--- src/rtl/ysyx_23060236_ifu.sv ---
// ysyx_23060236_ifu -- instruction fetch unit.
//
// Fetches one 32-bit instruction at a time over an AXI4-Lite read channel.
// The returned word and its PC are held in an output register and handed to
// decode over a valid/ready handshake. The static prediction is always pc+4.
// A mispredict reported by execute (jump_wrong/jump_target) redirects fetch.
// A bus transaction that is already open is never withdrawn. Instead its data
// is squashed when it returns.
//
// Ports:
//   clock, reset               clock, synchronous active-high reset
//   jump_wrong, jump_target    redirect request from execute
//   araddr/arvalid/arready     AXI4-Lite read address channel
//   rdata/rresp/rvalid/rready  AXI4-Lite read data channel
//   inst/pc/inst_err           fetched instruction, its PC, bus-error flag
//   idu_valid/idu_ready        handshake to decode
//
// Optional build macro IFU_PERF_EN adds two internal counters:
//   fetch_cnt       counts accepted decode handshakes
//   fetch_wait_cyc  counts cycles spent in S_AR or S_R
module ysyx_23060236_ifu #(
  parameter logic [31:0] RESET_PC = 32'h3000_0000
) (
  input  logic        clock,
  input  logic        reset,
  input  logic        jump_wrong,
  input  logic [31:0] jump_target,
  output logic [31:0] araddr,
  output logic        arvalid,
  input  logic        arready,
  input  logic [31:0] rdata,
  input  logic [1:0]  rresp,
  input  logic        rvalid,
  output logic        rready,
  output logic [31:0] inst,
  output logic [31:0] pc,
  output logic        inst_err,
  output logic        idu_valid,
  input  logic        idu_ready
);

  typedef enum logic [1:0] {S_AR, S_R, S_OUT} state_t;

  state_t      r_state, w_state_nxt;
  logic [31:0] r_fetch_pc, w_fetch_pc_nxt;
  logic [31:0] r_redir_pc, w_redir_pc_nxt;
  logic [31:0] r_inst, w_inst_nxt;
  logic [31:0] r_pc, w_pc_nxt;
  logic        r_squash, w_squash_nxt;
  logic        r_inst_err, w_inst_err_nxt;
  logic        r_idu_valid, w_idu_valid_nxt;
  logic        w_idu_hs;

  assign w_idu_hs = r_idu_valid & idu_ready;

  // Gate the bus requests with reset so that nothing is issued while the slave is held in reset.
  assign arvalid   = (r_state == S_AR) && !reset;
  assign rready    = (r_state == S_R)  && !reset;
  assign araddr    = r_fetch_pc;
  assign inst      = r_inst;
  assign pc        = r_pc;
  assign inst_err  = r_inst_err;
  assign idu_valid = r_idu_valid;

  always_ff @(posedge clock) begin
    if (reset) r_state <= S_AR;
    else       r_state <= w_state_nxt;
  end

  always_comb begin
    w_state_nxt     = r_state;
    w_fetch_pc_nxt  = r_fetch_pc;
    w_redir_pc_nxt  = r_redir_pc;
    w_squash_nxt    = r_squash;
    w_inst_nxt      = r_inst;
    w_pc_nxt        = r_pc;
    w_inst_err_nxt  = r_inst_err;
    w_idu_valid_nxt = r_idu_valid;
    case (r_state)
      S_AR: begin
        // Leave the address untouched. The request still goes out, and the
        // redirect is applied when its data is dropped.
        if (jump_wrong) begin
          w_squash_nxt   = 1'b1;
          w_redir_pc_nxt = jump_target;
        end
        if (arready) w_state_nxt = S_R;
      end
      S_R: begin
        if (rvalid) begin
          if (r_squash || jump_wrong) begin
            // A same-cycle redirect is newer than any stored one.
            w_fetch_pc_nxt = jump_wrong ? jump_target : r_redir_pc;
            w_squash_nxt   = 1'b0;
            w_state_nxt    = S_AR;
          end else begin
            w_inst_nxt      = rdata;
            w_pc_nxt        = r_fetch_pc;
            w_inst_err_nxt  = (rresp != 2'b00);
            w_idu_valid_nxt = 1'b1;
            w_state_nxt     = S_OUT;
          end
        end else if (jump_wrong) begin
          w_squash_nxt   = 1'b1;
          w_redir_pc_nxt = jump_target;
        end
      end
      S_OUT: begin
        // A redirect takes priority over the sequential pc+4.
        if (jump_wrong) begin
          w_idu_valid_nxt = 1'b0;
          w_fetch_pc_nxt  = jump_target;
          w_state_nxt     = S_AR;
        end else if (w_idu_hs) begin
          w_idu_valid_nxt = 1'b0;
          w_fetch_pc_nxt  = r_fetch_pc + 32'd4;
          w_state_nxt     = S_AR;
        end
      end
      default: w_state_nxt = S_AR;
    endcase
  end

  always_ff @(posedge clock) begin
    if (reset) begin
      r_fetch_pc  <= RESET_PC;
      r_redir_pc  <= 32'h0;
      r_squash    <= 1'b0;
      r_inst      <= 32'h0;
      r_pc        <= 32'h0;
      r_inst_err  <= 1'b0;
      r_idu_valid <= 1'b0;
    end else begin
      r_fetch_pc  <= w_fetch_pc_nxt;
      r_redir_pc  <= w_redir_pc_nxt;
      r_squash    <= w_squash_nxt;
      r_inst      <= w_inst_nxt;
      r_pc        <= w_pc_nxt;
      r_inst_err  <= w_inst_err_nxt;
      r_idu_valid <= w_idu_valid_nxt;
    end
  end

`ifdef IFU_PERF_EN
  logic [31:0] fetch_cnt;
  logic [31:0] fetch_wait_cyc;

  always_ff @(posedge clock) begin
    if (reset) begin
      fetch_cnt      <= 32'h0;
      fetch_wait_cyc <= 32'h0;
    end else begin
      if (w_idu_hs) fetch_cnt <= fetch_cnt + 32'd1;
      if (r_state != S_OUT) fetch_wait_cyc <= fetch_wait_cyc + 32'd1;
    end
  end
`else
`endif

endmodule

--- config.mk ---
export PLATFORM = sky130hd
export DESIGN_NAME = ysyx_23060236_ifu
export DESIGN_NICKNAME = d
export VERILOG_FILES = /design/src/rtl/ysyx_23060236_ifu.sv
export SDC_FILE = /design/constraint.sdc
export NUM_CORES = 1
export LEC_CHECK = 0
export ABC_AREA = 1
export BUFFER_PORTS_ARGS = -buffer_cell sky130_fd_sc_hd__buf_2
export CORE_UTILIZATION = 47
export CTS_CLUSTER_SIZE = 10
export DETAILED_ROUTE_END_ITERATION = 10
export GPL_TIMING_DRIVEN = 0
export HOLD_SLACK_MARGIN = 0.08
export PLACE_DENSITY = 0.76
export SETUP_SLACK_MARGIN = 0.05
export SLEW_MARGIN = 20
export SYNTH_ARGS = -nofsm -noshare
export SYNTH_HDL_FRONTEND = slang
export SYNTH_SLANG_ARGS = --single-unit
export TNS_END_PERCENT = 100
--- constraint.sdc ---
create_clock -name clock -period 1.7 [get_ports clock]
set_clock_uncertainty 0.2 [all_clocks]
set_input_delay 0.34 -clock clock [delete_from_list [all_inputs] [get_ports clock]]
set_output_delay 0.34 -clock clock [all_outputs]
set_load 0.05 [all_outputs]
Word level (Yosys, flattened, before mapping)
Index checks and enable logic that the tools add are counted.
Widths: inputs -> output; s select.
{ "op_classes": {"mux": 23, "bitwise_logic": 2, "reduce_logical": 14, "eq_ne": 9, "addsub": 1} }
{ "op_table": {"columns": ["cell", "n"], "rows": [
  ["$mux 32", 6],
  ["$pmux 32 s2", 2],
  ["$add 32x3->32 const B", 1],
  ["$mux 2", 5],
  ["$ne 2x2->1 const B", 4],
  ["$reduce_and 4->1", 2],
  ["$mux 1", 7],
  ["$pmux 2 s3", 1],
  ["$reduce_and 3->1", 2],
  ["$reduce_bool 2->1", 3],
  ["$pmux 1 s2", 2],
  ["$reduce_and 2->1", 2],
  ["$ne 3x2->1 const B", 1],
  ["$ne 3x3->1 const B", 1],
  ["$eq 2x1->1 const B", 1],
  ["$eq 2x2->1 const B", 1],
  ["$logic_and 1x1->1", 2],
  ["$logic_not 2->1", 1],
  ["$ne 2x1->1 const B", 1],
  ["$and 1x1->1", 1],
  ["$logic_not 1->1", 1],
  ["$logic_or 1x1->1", 1],
  ["$not 1->1", 1]
]} }
{ "totals": {"input_bits": 72, "ff_bits": 133} }

Logic depth before layout (Yosys ltp)
Gate-level depths: netlist of the first run.
{ "depth": {"depth_word": 4, "ltp_mapped": 11, "mapped_depth_nobuf": 11} }

Worst setup path after synthesis of the first run
OpenSTA, ideal clock, no wires.
{ "synth_path": {"kind": "reg2reg", "start": "register r_fetch_pc[3], in the netlist araddr[3]", "end": "register r_fetch_pc[16], in the netlist araddr[16]", "t_required_ps": 1380, "arrival_time_ps": 1830, "n_path_buf": 0, "stages_incl_launch_ff": 10, "path_slack_ps": -450, "synth_period_minus_slack_ps": 2150, "cell_sequence": "dfxtp_1 > ha_1 > nand3_1 > inv_1 > nand2_1 > nor2_4 > nand2_1 > xor2_1 > nand2_1 > a21oi_1"} }
{ "synth_via": {"elab_chain_len": 4} }
{ "synth_rtl": {"columns": ["element", "line", "source"], "rows": [
  ["from (decl)", "45", "logic [31:0] r_fetch_pc, w_fetch_pc_nxt;"],
  ["from (signal assigned)", "134", "r_fetch_pc <= w_fetch_pc_nxt;"],
  ["$add 32x3->32", "116", "w_fetch_pc_nxt = r_fetch_pc + 32'd4;"],
  ["$mux 32", "114", "end else if (w_idu_hs) begin"],
  ["$mux 32", "110", "if (jump_wrong) begin"],
  ["$pmux 32 s2", "79", "case (r_state)"]
]} }
No other way between the ends. The select of a mux whose other input is x is not followed.
A chain may end at the register's enable or synchronous reset.

Final worst setup path of the first run
{ "layout_path": {"start": "register r_state[1]", "end": "register r_fetch_pc[4], in the netlist araddr[4]"} }
{ "layout_via": {"elab_chain_len": 3} }
{ "layout_rtl": {"columns": ["element", "line", "source"], "rows": [
  ["from (decl)", "44", "state_t r_state, w_state_nxt;"],
  ["from (signal assigned)", "67", "else r_state <= w_state_nxt;"],
  ["$eq 2x2->1 or $eq 2x1->1 (tied branches)", "79", null],
  ["$ne 3x3->1 (no line) (tied with other cells)", null, null],
  ["$reduce_and 4->1 (no line)", null, null]
]} }
Parallel ways exist; a longest one is shown, timed or not.

==> metrics.yaml, run 1 <==
clock_tree:
  clockBufferDepth: 2
  h-tree-depth: 4
  cts-buffers-inserted: 17
  clockRootBuffer: "clkbuf_16"
  clk_latency_ps: 430
  cts_tree: "yes"
  clk_pin_slew_worst_paths_ps: 60
  cts.sinks: 133
status:
  status: "finished with violations"
  violations: "negative setup slack"
critical_path:
  ff2ff_path_depth: 10
  critPathMaxFanout: 8
  critPathArrivalTime_ps: 2000
  max_stage_delay_ps: 400
  crit_chain: "buf_6 > nand2_8 > nor2_8 > nand2_4 > nand3_4 > nand2_8 > inv_8 > buf_6 > o21ai_1 > a21oi_1"
  cp.required_ps: 1830
  r2r-start: "r_state[1]$_SDFFE_PP0P_"
  startpoint_type: "flop"
  rrSetupSlack_ps: -170
  r2r_end: "araddr[4]$_SDFFE_PP0P_"
  critPathCaptureType: "flop"
  path_class: "flop to flop"
  cp_slowest_cell: "dfxtp_4"
routing:
  routed_wl_um: 25500
  drt_iter0_markers: 882
  vias: 7869
  ant_nets: 0
  avgViaCountPerCell: 5.80
  top_layer: "met4"
  wl_met1_um: 9620
  wl_met3_um: 2390
  met2_length_um: 12300
  drcViolationCount: 0
  avgRoutedWirePerCell_um: 18.8
  firstDrtPassIters: 8
logic_synthesis:
  syn_area_per_cell_um2: 6.96
  ys_ff_latch: 133
  synth_nets: 955
  synthTopCellsByCount: "o21ai_0 (152), nand2_1 (148), nor2_1 (138), dfxtp_1 (133), a21oi_1 (79)"
  syn_inst: 882
  yosysSeqAreaShare_pct: 43.4
  synth_cell_type_count: 37
  synth_top_area_share_pct: 43.4
  yosys-top-cells-area: "dfxtp_1 (43%), o21ai_0 (12%), nand2_1 (9.1%)"
  yosysWarnings: 0
  synth_top_flop_cell: "dfxtp_1"
  synth_top_cell_by_area: "dfxtp_1"
  synthesis.area_um2: 6140
  synth_edf_count: 0
  synthArstFlopShare_pct: 0
  yosysMostFrequentCell: "o21ai_0"
timing:
  grt_setup_unrepaired: "true"
  worstMarginPinSlew_ps: 632
  hold_ws_ps: 128
  setup_viol: 78
  max_slew_margin_pct: 57.9
  drv_slew: 0
  fin_crit_sh_pct: 110
  period_minus_slack_ps: 1870
  final.setup.worst_slack_ps: -170
  hold_viol_final: 0
  clock.fmax_ghz: 0.535
global_route:
  grt_max_degree: 17
  grt_pass1_vias: 7234
  grt_pass1_wl_um: 35500
  track_usage_pct: 34.5
  antenna_found_initial: 0
  overflow: 0
min_path:
  hold_start: "jump_target[12]"
  min-delay-path-class: "input port to flop"
  hold_depth: 5
  min_to: "r_redir_pc[12]$_SDFFE_PP0P_"
floorplanning:
  pin_count: 172
  die-area_um2: 13500
  die_height_um: 116
  row_count: 41
  core_area_um2: 12700
  die_w_um: 116
  initial_utilization_pct: 48.4
placement:
  gp_congestion: 0.930
  io_buffers: 170
  dp_cells: 1224
  dp_hpwl_um: 15000
power_and_ir_drop:
  powerDensity_nw_per_um2: 935
  peakVddDrop_v: 0.000639
  p_leak_nw: 4.21
cells_and_area:
  antennaDiodeCount: 0
  instances_no_fill: 1357
  final_util_pct: 77.7
  drive_gt1_share_pct: 37.8
  syn_to_final_growth_pct: 60.5
  n_fill_cell: 824
  fin_nets: 1246
run:
  cap_violations: 0
==> routing by layer <==
layer,track usage (%),vias to the layer above
met5,0,-
met4,18.5,0
met3,8.67,135
met2,59.6,515
met1,39.2,3668
li1,-,3551
==> worst max path at each step <==
stage | endpoint | slack [ps] | depth (start not counted) | startpoint
3_5_place_dp | pc[19]$_SDFFE_PP0P_ | -390 | 6 | r_state[0]$_SDFFE_PP0P_
4_1_cts | araddr[0]$_SDFFE_PP0P_ | -50 | 10 | r_state[1]$_SDFFE_PP0P_
3_3_place_gp | pc[14]$_SDFFE_PP0P_ | -390 | 6 | r_state[0]$_SDFFE_PP0P_
2_1_floorplan | araddr[16]$_SDFFE_PP0P_ | 50 | 8 | araddr[13]$_SDFFE_PP0P_
6_report | araddr[4]$_SDFFE_PP0P_ | -170 | 10 | r_state[1]$_SDFFE_PP0P_
5_1_grt | araddr[0]$_SDFFE_PP0P_ | -180 | 10 | r_state[1]$_SDFFE_PP0P_
==> per-stage QoR <==
step | instance area [um2] | setup slack [ps] | setup TNS (ps) | power [W]
global route | 9850 | -183 | -8690 | 0.00945
global placement | 7320 | -386 | -30050 | 0.00497
detailed placement | 7320 | -386 | -31140 | 0.00499
floorplan | 6250 | 53.7 | 0 | 0.00454
finish | 9850 | -170 | -4700 | 0.00920
CTS | 9310 | -50.9 | -261 | 0.00895
==> registers in the layout (all words and copies together), names as in the netlist <==
signal	flops
idu_valid	1
r_squash	1
inst	32
inst_err	1
araddr	32
r_redir_pc	32
r_state	2
pc	32
==> critical path, delay by kind of cell, from the launching register on <==
family / cells / cell delay [ps]
flops: 1 / 400
simple gates: 5 / 520
buf+inv: 3 / 370
compound gates: 2 / 280
==> layout make-up <==
class                           instances  area, um2  area share [%]
Inverter                               62        262            2.66
Multi-Input combinational cell        636       3570            36.3
Timing Repair Buffer                  270       1990            20.2
Clock inverter                          9        100            1.02
Timing Repair inverter                  2       23.8           0.241
Buffer                                 51        443            4.50
Sequential cell                       133       2750            27.9
Clock buffer                           22        485            4.93
Tap cell                              172        215            2.19
==> cell families after synthesis <==
| logic type | count (synthesis) | share of synthesized area, % |
|---|---|---|
| xor+xnor | 5 | 0.714 |
| flops | 133 | 43.4 |
| fa+ha+maj | 1 | 0.204 |
| buf+inv | 114 | 7.73 |
| compound gates | 275 | 23.5 |
| simple gates | 354 | 24.4 |
==> cell usage in the layout (no fill, tap or decap), types with 27 or more instances in the layout <==
cell type,instances
o21ai_0,95
o21ai_1,36
a31oi_1,28
buf_4,34
nand3_1,29
inv_1,51
nand2_1,135
dfxtp_1,101
nor2_1,100
o21ai_2,27
buf_2,157
a21oi_1,60
dlygate4sd3_1,57
==> repair_timing <==
| item | in CTS | in global routing |
|---|---|---|
| setup buffers | 14 | 14 |
| cloned | 10 | 8 |
| pin swaps | 62 | 41 |
| gates resized for setup | 208 | 122 |
| endpoints found under the setup margin | 146 | 143 |
| hold buffers | 57 | 0 |
| endpoints found under the hold margin | 56 | 0 |
==> power by group <==
part           switching (W)  total, W  internal [W]
registers           0.000213   0.00354       0.00332
clock network        0.00138   0.00369       0.00230
logic                0.00126   0.00198      0.000715
total                0.00286   0.00920       0.00634
No activity file was read; power rests on OpenSTA's default activity.
==> inputs of run 2 (changes only) <==
--- a/config.mk
+++ b/config.mk
@@ -7,12 +7,12 @@
 export LEC_CHECK = 0
 export ABC_AREA = 1
 export BUFFER_PORTS_ARGS = -buffer_cell sky130_fd_sc_hd__buf_2
-export CORE_UTILIZATION = 47
+export CORE_UTILIZATION = 56
 export CTS_CLUSTER_SIZE = 10
 export DETAILED_ROUTE_END_ITERATION = 10
 export GPL_TIMING_DRIVEN = 0
 export HOLD_SLACK_MARGIN = 0.08
-export PLACE_DENSITY = 0.76
+export PLACE_DENSITY = 0.85
 export SETUP_SLACK_MARGIN = 0.05
 export SLEW_MARGIN = 20
 export SYNTH_ARGS = -nofsm -noshare
==> constraint.sdc (replaced) <==
create_clock -name clock -period 2.3 [get_ports clock]
set_clock_uncertainty 0.2 [all_clocks]
set_input_delay 0.46 -clock clock [delete_from_list [all_inputs] [get_ports clock]]
set_output_delay 0.46 -clock clock [all_outputs]
set_load 0.05 [all_outputs]
==> run 2 against run 1 <==
Net effect: the run now ends clean; sequential cell count unchanged; sequential share of layout area increased by 4.2 points; first-iteration DRC count increased by 0.34%; die area decreased by 16%; wire length decreased by 13%; critical endpoint is now rready; highest routed layer unchanged.
==> metrics.yaml, run 2 (synthesis gave the netlist of run 1 again) <==
status:
  status: "finished clean"
placement:
  placed_cell_area_um2: 7160  # -2.1%
  io_buffers: 170  # unchanged
  dp_hpwl_um: 14700  # -1.9%
  dp_slack_ps: 75.8  # +462 ps
  dp_cells: 1188  # -2.9%
  gp_congestion: 0.941  # +1.2%
power_and_ir_drop:
  p_leak_nw: 3.69  # -12%
  combPwrFrac_pct: 18.2  # -3.3 points
  peakVddDrop_v: 0.000494  # -23%
  pwr-share-clk_pct: 41.2  # +1.1 points
  p_switching_w: 0.00209  # -27%
  p_int_w: 0.00430  # -32%
  p_sw_share_pct: 32.7  # +1.6 points
  seqPwrFrac_pct: 40.6  # +2.2 points
  powerDensity_nw_per_um2: 770  # -18%
global_route:
  grt_pass1_wl_um: 35000  # -1.3%
  grt_max_degree: 17  # unchanged
  track_usage_pct: 39.6  # +5.1 points
  antenna_found_initial: 0  # unchanged
  overflow: 0  # unchanged
  grt_pass1_vias: 6975  # -3.6%
critical_path:
  startpoint_type: "flop"
  crit_chain: "inv_1 > nand2_1 > nor2_1 > buf_2"
  path_class: "flop to output pin"
  crit_buf_inv: 2  # -1
  max_stage_delay_ps: 470  # +70 ps
  critPathCaptureType: "output pin"
  cp_slowest_cell: "dfxtp_1"
  cp.required_ps: 1640  # -190 ps
  critPathTopFamily: "flip-flops"
  critPathMaxFanout: 5  # -3
  critPathArrivalTime_ps: 1470  # -530 ps
cells_and_area:
  final_common_cell: "buf_2"
  fin_nets: 1200  # -3.7%
  syn_to_final_growth_pct: 35.2
  n_fill_cell: 742  # -10%
  fin_area_um2: 8290  # -16%
  drive_gt1_share_pct: 21.6  # -16 points
  multi_input_area_um2: 3000  # -16%
  antennaDiodeCount: 0  # unchanged
  final_cell_mix: "buf_2 (187), o21ai_0 (151), nand2_1 (148)"
  instances_no_fill: 1276  # -6.0%
  seq_area_um2: 2660  # -3.1%
routing:
  drt_iter0_markers: 885  # +0.34%
  firstDrtPassIters: 6  # -2
  avgRoutedWirePerCell_um: 17.4  # -7.6%
  ant_nets: 0  # unchanged
  routed_wl_um: 22200  # -13%
  vias: 7507  # -4.6%
  avgViaCountPerCell: 5.88  # +1.5%
  drcViolationCount: 0  # unchanged
clock_tree:
  clk_latency_ps: 530  # +100 ps
  cts-buffers-inserted: 17  # unchanged
  clockRootBuffer: "clkbuf_8"
  cts.sinks: 133  # unchanged
  cts_tree: "yes"
  clk_pin_slew_worst_paths_ps: 70  # about the same
  h-tree-depth: 4  # unchanged
  clockBufferDepth: 2  # unchanged
timing:
  worstMarginPinSlew_ps: 653  # +20.8 ps
  clock.fmax_ghz: 0.470
  final.setup.tns_ps: 0  # +4700 ps
  max_slew_margin_pct: 56.5  # -1.4 points
  final.setup.worst_slack_ps: 173  # +343 ps
  drv_slew: 0  # unchanged
  period_minus_slack_ps: 2130
  fin_crit_sh_pct: 92.5
  hold_ws_ps: 55.6  # -71.9 ps
  grt_setup_unrepaired: "false"
  setup_viol: 0  # -100%
  hold_viol_final: 0  # unchanged
floorplanning:
  core_area_um2: 10500  # -17%
  pin_count: 172  # unchanged
  die_w_um: 107  # -8.2%
  row_count: 37  # -9.8%
  die-area_um2: 11400  # -16%
  die_height_um: 107  # -8.2%
  initial_utilization_pct: 58.6  # +10 points
run:
  cap_violations: 0  # unchanged
min_path:
  min-delay-path-class: "input port to flop"
run 2: changes by cell type in the layout (fill, tap and decap cells not counted), moves of 24 or more:
| cell | change |
|---|---|
| buf_2 | +30 |
| buf_4 | -34 |
| dfxtp_1 | +31 |
| nor2_1 | +38 |
| nor2_2 | -24 |
| o21ai_0 | +56 |
| o21ai_1 | -29 |
| o21ai_2 | -27 |
run 2: what timing repair did:
item                                   4_1_cts  5_1_grt
resized for setup                            0        6
setup buffers                                0        0
endpoints found under the hold margin       55        0
hold buffers                                56        0
setup endpoints to repair                    0       13
run 2: tightest hold or removal path: cells and delay by family:
kind                   cells  cell delay [ps]
buffers and inverters      1               80
and+or+nand+nor            1              100
AOI/OAI and AO/OA          1              120
run 2: path summary, 6_finish.rpt:
| check | startpoint | end | slack [ps] | depth (start not counted) |
|---|---|---|---|---|
| min reg2reg | r_redir_pc[5]$_SDFFE_PP0P_ | r_redir_pc[5]$_SDFFE_PP0P_ | 250 | 2 |
| max reg2reg | araddr[2]$_SDFFE_PP0P_ | araddr[16]$_SDFFE_PP0P_ | 210 | 9 |
| min | rdata[21] | inst[21]$_SDFFE_PP0P_ | 60 | 3 |
| max | r_state[1]$_SDFFE_PP0P_ | rready | 170 | 4 |
run 2: per-stage QoR:
step | total power [W] | utilization (%)
floorplan | 0.00335 | -
global placement | 0.00365 | 68.5
detailed placement | 0.00367 | 68.5
CTS | 0.00634 | 79.2
global route | 0.00658 | 79.3
finish | 0.00639 | 79.3
run 2: layer usage:
| layer | wire length (um) | track usage (%) | up-vias |
|---|---|---|---|
| li1 | - | - | 3458 |
| met1 | 8400 | 47.3 | 3406 |
| met2 | 10600 | 68.0 | 547 |
| met3 | 2270 | 7.84 | 96 |
| met4 | 895 | 18.9 | 0 |
| met5 | 0 | 0 | - |
run 2: layout make-up:
| type | instances | share of cell area [%] |
|---|---|---|
| multi-input combinational | 635 | 36.2 |
| timing repair buffer | 226 | 17.0 |
| buffer | 52 | 2.94 |
| clock buffer | 18 | 5.16 |
| inverter | 62 | 2.81 |
| sequential | 133 | 32.1 |
| clock inverter | 14 | 1.69 |
| tap | 136 | 2.05 |
run 2: power groups by stage:
stage	Combinational (W)	Sequential (W)	Clock, W
2_1_floorplan	0.000434	0.00291	0
3_3_place_gp	0.00103	0.00262	0
3_5_place_dp	0.00104	0.00263	0
4_1_cts	0.00113	0.00258	0.00263
5_1_grt	0.00124	0.00261	0.00273
6_report	0.00116	0.00259	0.00263
==> inputs of run 3 (changes only) <==
--- a/config.mk
+++ b/config.mk
@@ -5,7 +5,8 @@
 export SDC_FILE = /design/constraint.sdc
 export NUM_CORES = 1
 export LEC_CHECK = 0
-export ABC_AREA = 1
+export ABC_AREA = 0
+export ABC_CLOCK_PERIOD_IN_PS = 2600
 export BUFFER_PORTS_ARGS = -buffer_cell sky130_fd_sc_hd__buf_2
 export CORE_UTILIZATION = 56
 export CTS_CLUSTER_SIZE = 10
==> constraint.sdc (replaced) <==
create_clock -name clock -period 2.6 [get_ports clock]
set_clock_uncertainty 0.2 [all_clocks]
set_input_delay 0.52 -clock clock [delete_from_list [all_inputs] [get_ports clock]]
set_output_delay 0.52 -clock clock [all_outputs]
set_load 0.05 [all_outputs]
==> run 3 against run 2 <==
Net effect: register-to-register slack got worse by 150 ps; critical path depth increased by 2; synthesized cell count decreased by 9.2%; final cell count decreased by 5.8%; hold slack improved by 19 ps; sequential cell count unchanged; sequential share of layout area increased by 0.15 points; sequential power decreased by 17%; setup slack got worse by 110 ps; utilization increased by 0.67 points; area after synthesis decreased by 2.8%; critical path type is now flop to flop; largest cell class unchanged; largest power group unchanged; highest routed layer unchanged.
==> metrics.yaml, run 3 <==
logic_synthesis:
  synth_top_flop_cell: "dfxtp_1"
  synth_nets: 874  # -8.5%
  syn_inst: 801  # -9.2%
  synth_cell_type_count: 56  # +51%
  yosysMostFrequentCell: "nand2_1"
  synth_edf_count: 0  # unchanged
  synthTopCellsByCount: "nand2_1 (242), dfxtp_1 (133), a21oi_1 (128), o21ai_0 (48), clkbuf_1 (41)"
  yosys-top-cells-area: "dfxtp_1 (45%), nand2_1 (15%), a21oi_1 (11%)"
  ys_ff_latch: 133  # unchanged
  synth_top_cell_by_area: "dfxtp_1"
  yosysWarnings: 0  # unchanged
  synthesis.area_um2: 5960  # -2.8%
  syn_area_per_cell_um2: 7.44  # +7.0%
  synth_top_area_share_pct: 44.7  # +1.3 points
  yosysSeqAreaShare_pct: 44.7  # +1.3 points
  synthArstFlopShare_pct: 0  # unchanged
routing:
  avgRoutedWirePerCell_um: 18.1  # +3.9%
  drcViolationCount: 0  # unchanged
  ant_nets: 0  # unchanged
  firstDrtPassIters: 8  # +2
  vias: 7204  # -4.0%
  drt_iter0_markers: 940  # +6.2%
  routed_wl_um: 21700  # -2.1%
  avgViaCountPerCell: 5.99  # +1.9%
floorplanning:
  initial_utilization_pct: 57.8  # -0.90 points
  die_height_um: 105  # -1.4%
  die-area_um2: 11100  # -2.8%
  row_count: 37  # unchanged
  pin_count: 172  # unchanged
  die_w_um: 105  # -1.4%
  core_area_um2: 10300  # -1.3%
global_route:
  grt_pass1_wl_um: 33800  # -3.6%
  grt_max_degree: 17  # unchanged
  grt_pass1_vias: 6751  # -3.2%
  antenna_found_initial: 0  # unchanged
  overflow: 0  # unchanged
  track_usage_pct: 38.9  # -0.64 points
clock_tree:
  clk_pin_slew_worst_paths_ps: 60  # about the same
  cts_tree: "yes"
  h-tree-depth: 4  # unchanged
  clockRootBuffer: "clkbuf_8"
  clockBufferDepth: 2  # unchanged
  cts-buffers-inserted: 17  # unchanged
  cts.sinks: 133  # unchanged
  clk_latency_ps: 540  # about the same
  cts_setup_buffers: 0  # unchanged
power_and_ir_drop:
  powerDensity_nw_per_um2: 648  # -16%
  p_leak_nw: 3.41  # -7.5%
  peakVddDrop_v: 0.000338  # -32%
placement:
  dp_slack_ps: -109  # -185 ps
  dp_hpwl_um: 13300  # -9.4%
  io_buffers: 171  # +0.59%
  gp_congestion: 0.949  # +0.80%
critical_path:
  critPathMaxFanout: 10  # +5
  r2r_end: "araddr[19]$_SDFFE_PP0P_"
  startpoint_type: "flop"
  path_class: "flop to flop"
  rrSetupSlack_ps: 60  # -150 ps
  cp.required_ps: 2790  # +1150 ps
  r2r-start: "araddr[14]$_SDFFE_PP0P_"
  critPathCaptureType: "flop"
  ff2ff_path_depth: 6  # -3
  critPathArrivalTime_ps: 2730  # +1260 ps
cells_and_area:
  syn_to_final_growth_pct: 38.4
  final_cell_mix: "nand2_1 (242), buf_2 (186), dfxtp_1 (133)"
  antennaDiodeCount: 0  # unchanged
  final_common_cell: "nand2_1"
  final_util_pct: 79.9  # +0.67 points
  fin_nets: 1127  # -6.1%
  drive_gt1_share_pct: 21.8  # +0.18 points
timing:
  max_slew_margin_pct: 54.4  # -2.1 points
  worstMarginPinSlew_ps: 682  # +28.9 ps
  drv_slew: 0  # unchanged
  setup_viol: 0  # unchanged
  fin_crit_sh_pct: 97.6
  period_minus_slack_ps: 2540
  grt_setup_unrepaired: "false"
  hold_viol_final: 0  # unchanged
  clock.fmax_ghz: 0.394
  final.setup.worst_slack_ps: 61.1  # -112 ps
  final.setup.tns_ps: 0  # unchanged
  hold_ws_ps: 75.1  # +19.5 ps
min_path:
  min-delay-path-class: "input port to flop"
  min_to: "r_redir_pc[6]$_SDFFE_PP0P_"
  hold_start: "jump_target[6]"
  hold_depth: 3  # unchanged
run:
  cap_violations: 0  # unchanged
status:
  status: "finished clean"
[run 3: cell types whose count changed after synthesis, moves of 7 or more]
| cell | change |
|---|---|
| inv_1 | -50 |
| clkbuf_1 | +11 |
| a21oi_1 | +49 |
| a31oi_1 | -18 |
| o21ai_0 | -104 |
| nand2_1 | +94 |
| a211oi_1 | +7 |
| nor2_1 | -110 |
| and4_1 | +9 |
| nand3_1 | -25 |
| nand2b_1 | +11 |
[run 3: area by class of cell]
cell class | instances | area, um2
multi-input cells | 598 | 3010
repair buffers | 234 | 1490
clock inverters | 11 | 175
clock buffers | 20 | 445
well taps | 136 | 170
flip-flops and latches | 133 | 2660
fillers | 717 | 2070
inverters | 5 | 18.8
plain buffers | 65 | 288
[run 3: layer usage]
metal,global-route usage (%),wire length (um),vias to the layer above
met3,11.1,2520,133
met1,46.6,8150,3248
met5,0,0,-
li1,-,-,3280
met2,63.2,10000,543
met4,20.5,1030,0
[run 3: repair_timing]
item	in CTS	in global routing
endpoints found under the hold margin	63	0
hold buffers	63	0
endpoints found under the setup margin	2	2
gates resized for setup	2	2
[run 3: how the worst max path moves through the flow]
stage / depth (start not counted) / slack, ps / to / startpoint
final: 6 / 60 / araddr[19]$_SDFFE_PP0P_ / araddr[14]$_SDFFE_PP0P_
after global routing: 7 / 80 / inst[24]$_SDFFE_PP0P_ / r_state[1]$_SDFFE_PP0P_
after CTS: 5 / 70 / rready / reset
after detailed placement: 5 / -110 / rready / reset
after global placement: 5 / -90 / rready / reset
after floorplan: 6 / 180 / araddr[24]$_SDFFE_PP0P_ / araddr[2]$_SDFFE_PP0P_
[run 3: logic make-up after synthesis]
logic type,synth area share (%)
compound gates,21.6
fa+ha+maj,0.210
buf+inv,5.08
flops,44.7
mux,0.860
simple gates,27.6
[run 3: report_power, final]
part | internal (W) | switching [W] | total [W] | leakage (nW)
Combinational | 0.000226 | 0.000411 | 0.000637 | 2.03
Clock | 0.00161 | 0.000944 | 0.00255 | 0.298
Sequential | 0.00210 | 0.0000554 | 0.00216 | 1.08
Total | 0.00394 | 0.00141 | 0.00535 | 3.41
[run 3: through the flow]
stage | total power [W] | area, um2 | instances
finish | 0.00535 | 8250 | 1202
global route | 0.00548 | 8250 | 1202
global placement | 0.00272 | 7000 | 1108
floorplan | 0.00254 | 5970 | 801
detailed placement | 0.00273 | 7000 | 1108
CTS | 0.00529 | 8250 | 1202
[run 3: critical path: stages, from the launching register on]
cell and delay [ps]:
dfxtp_1 530, nand4_1 460, nor3_2 460, buf_2 300, a31oi_1 120, o21ai_0 220, a21oi_1 100
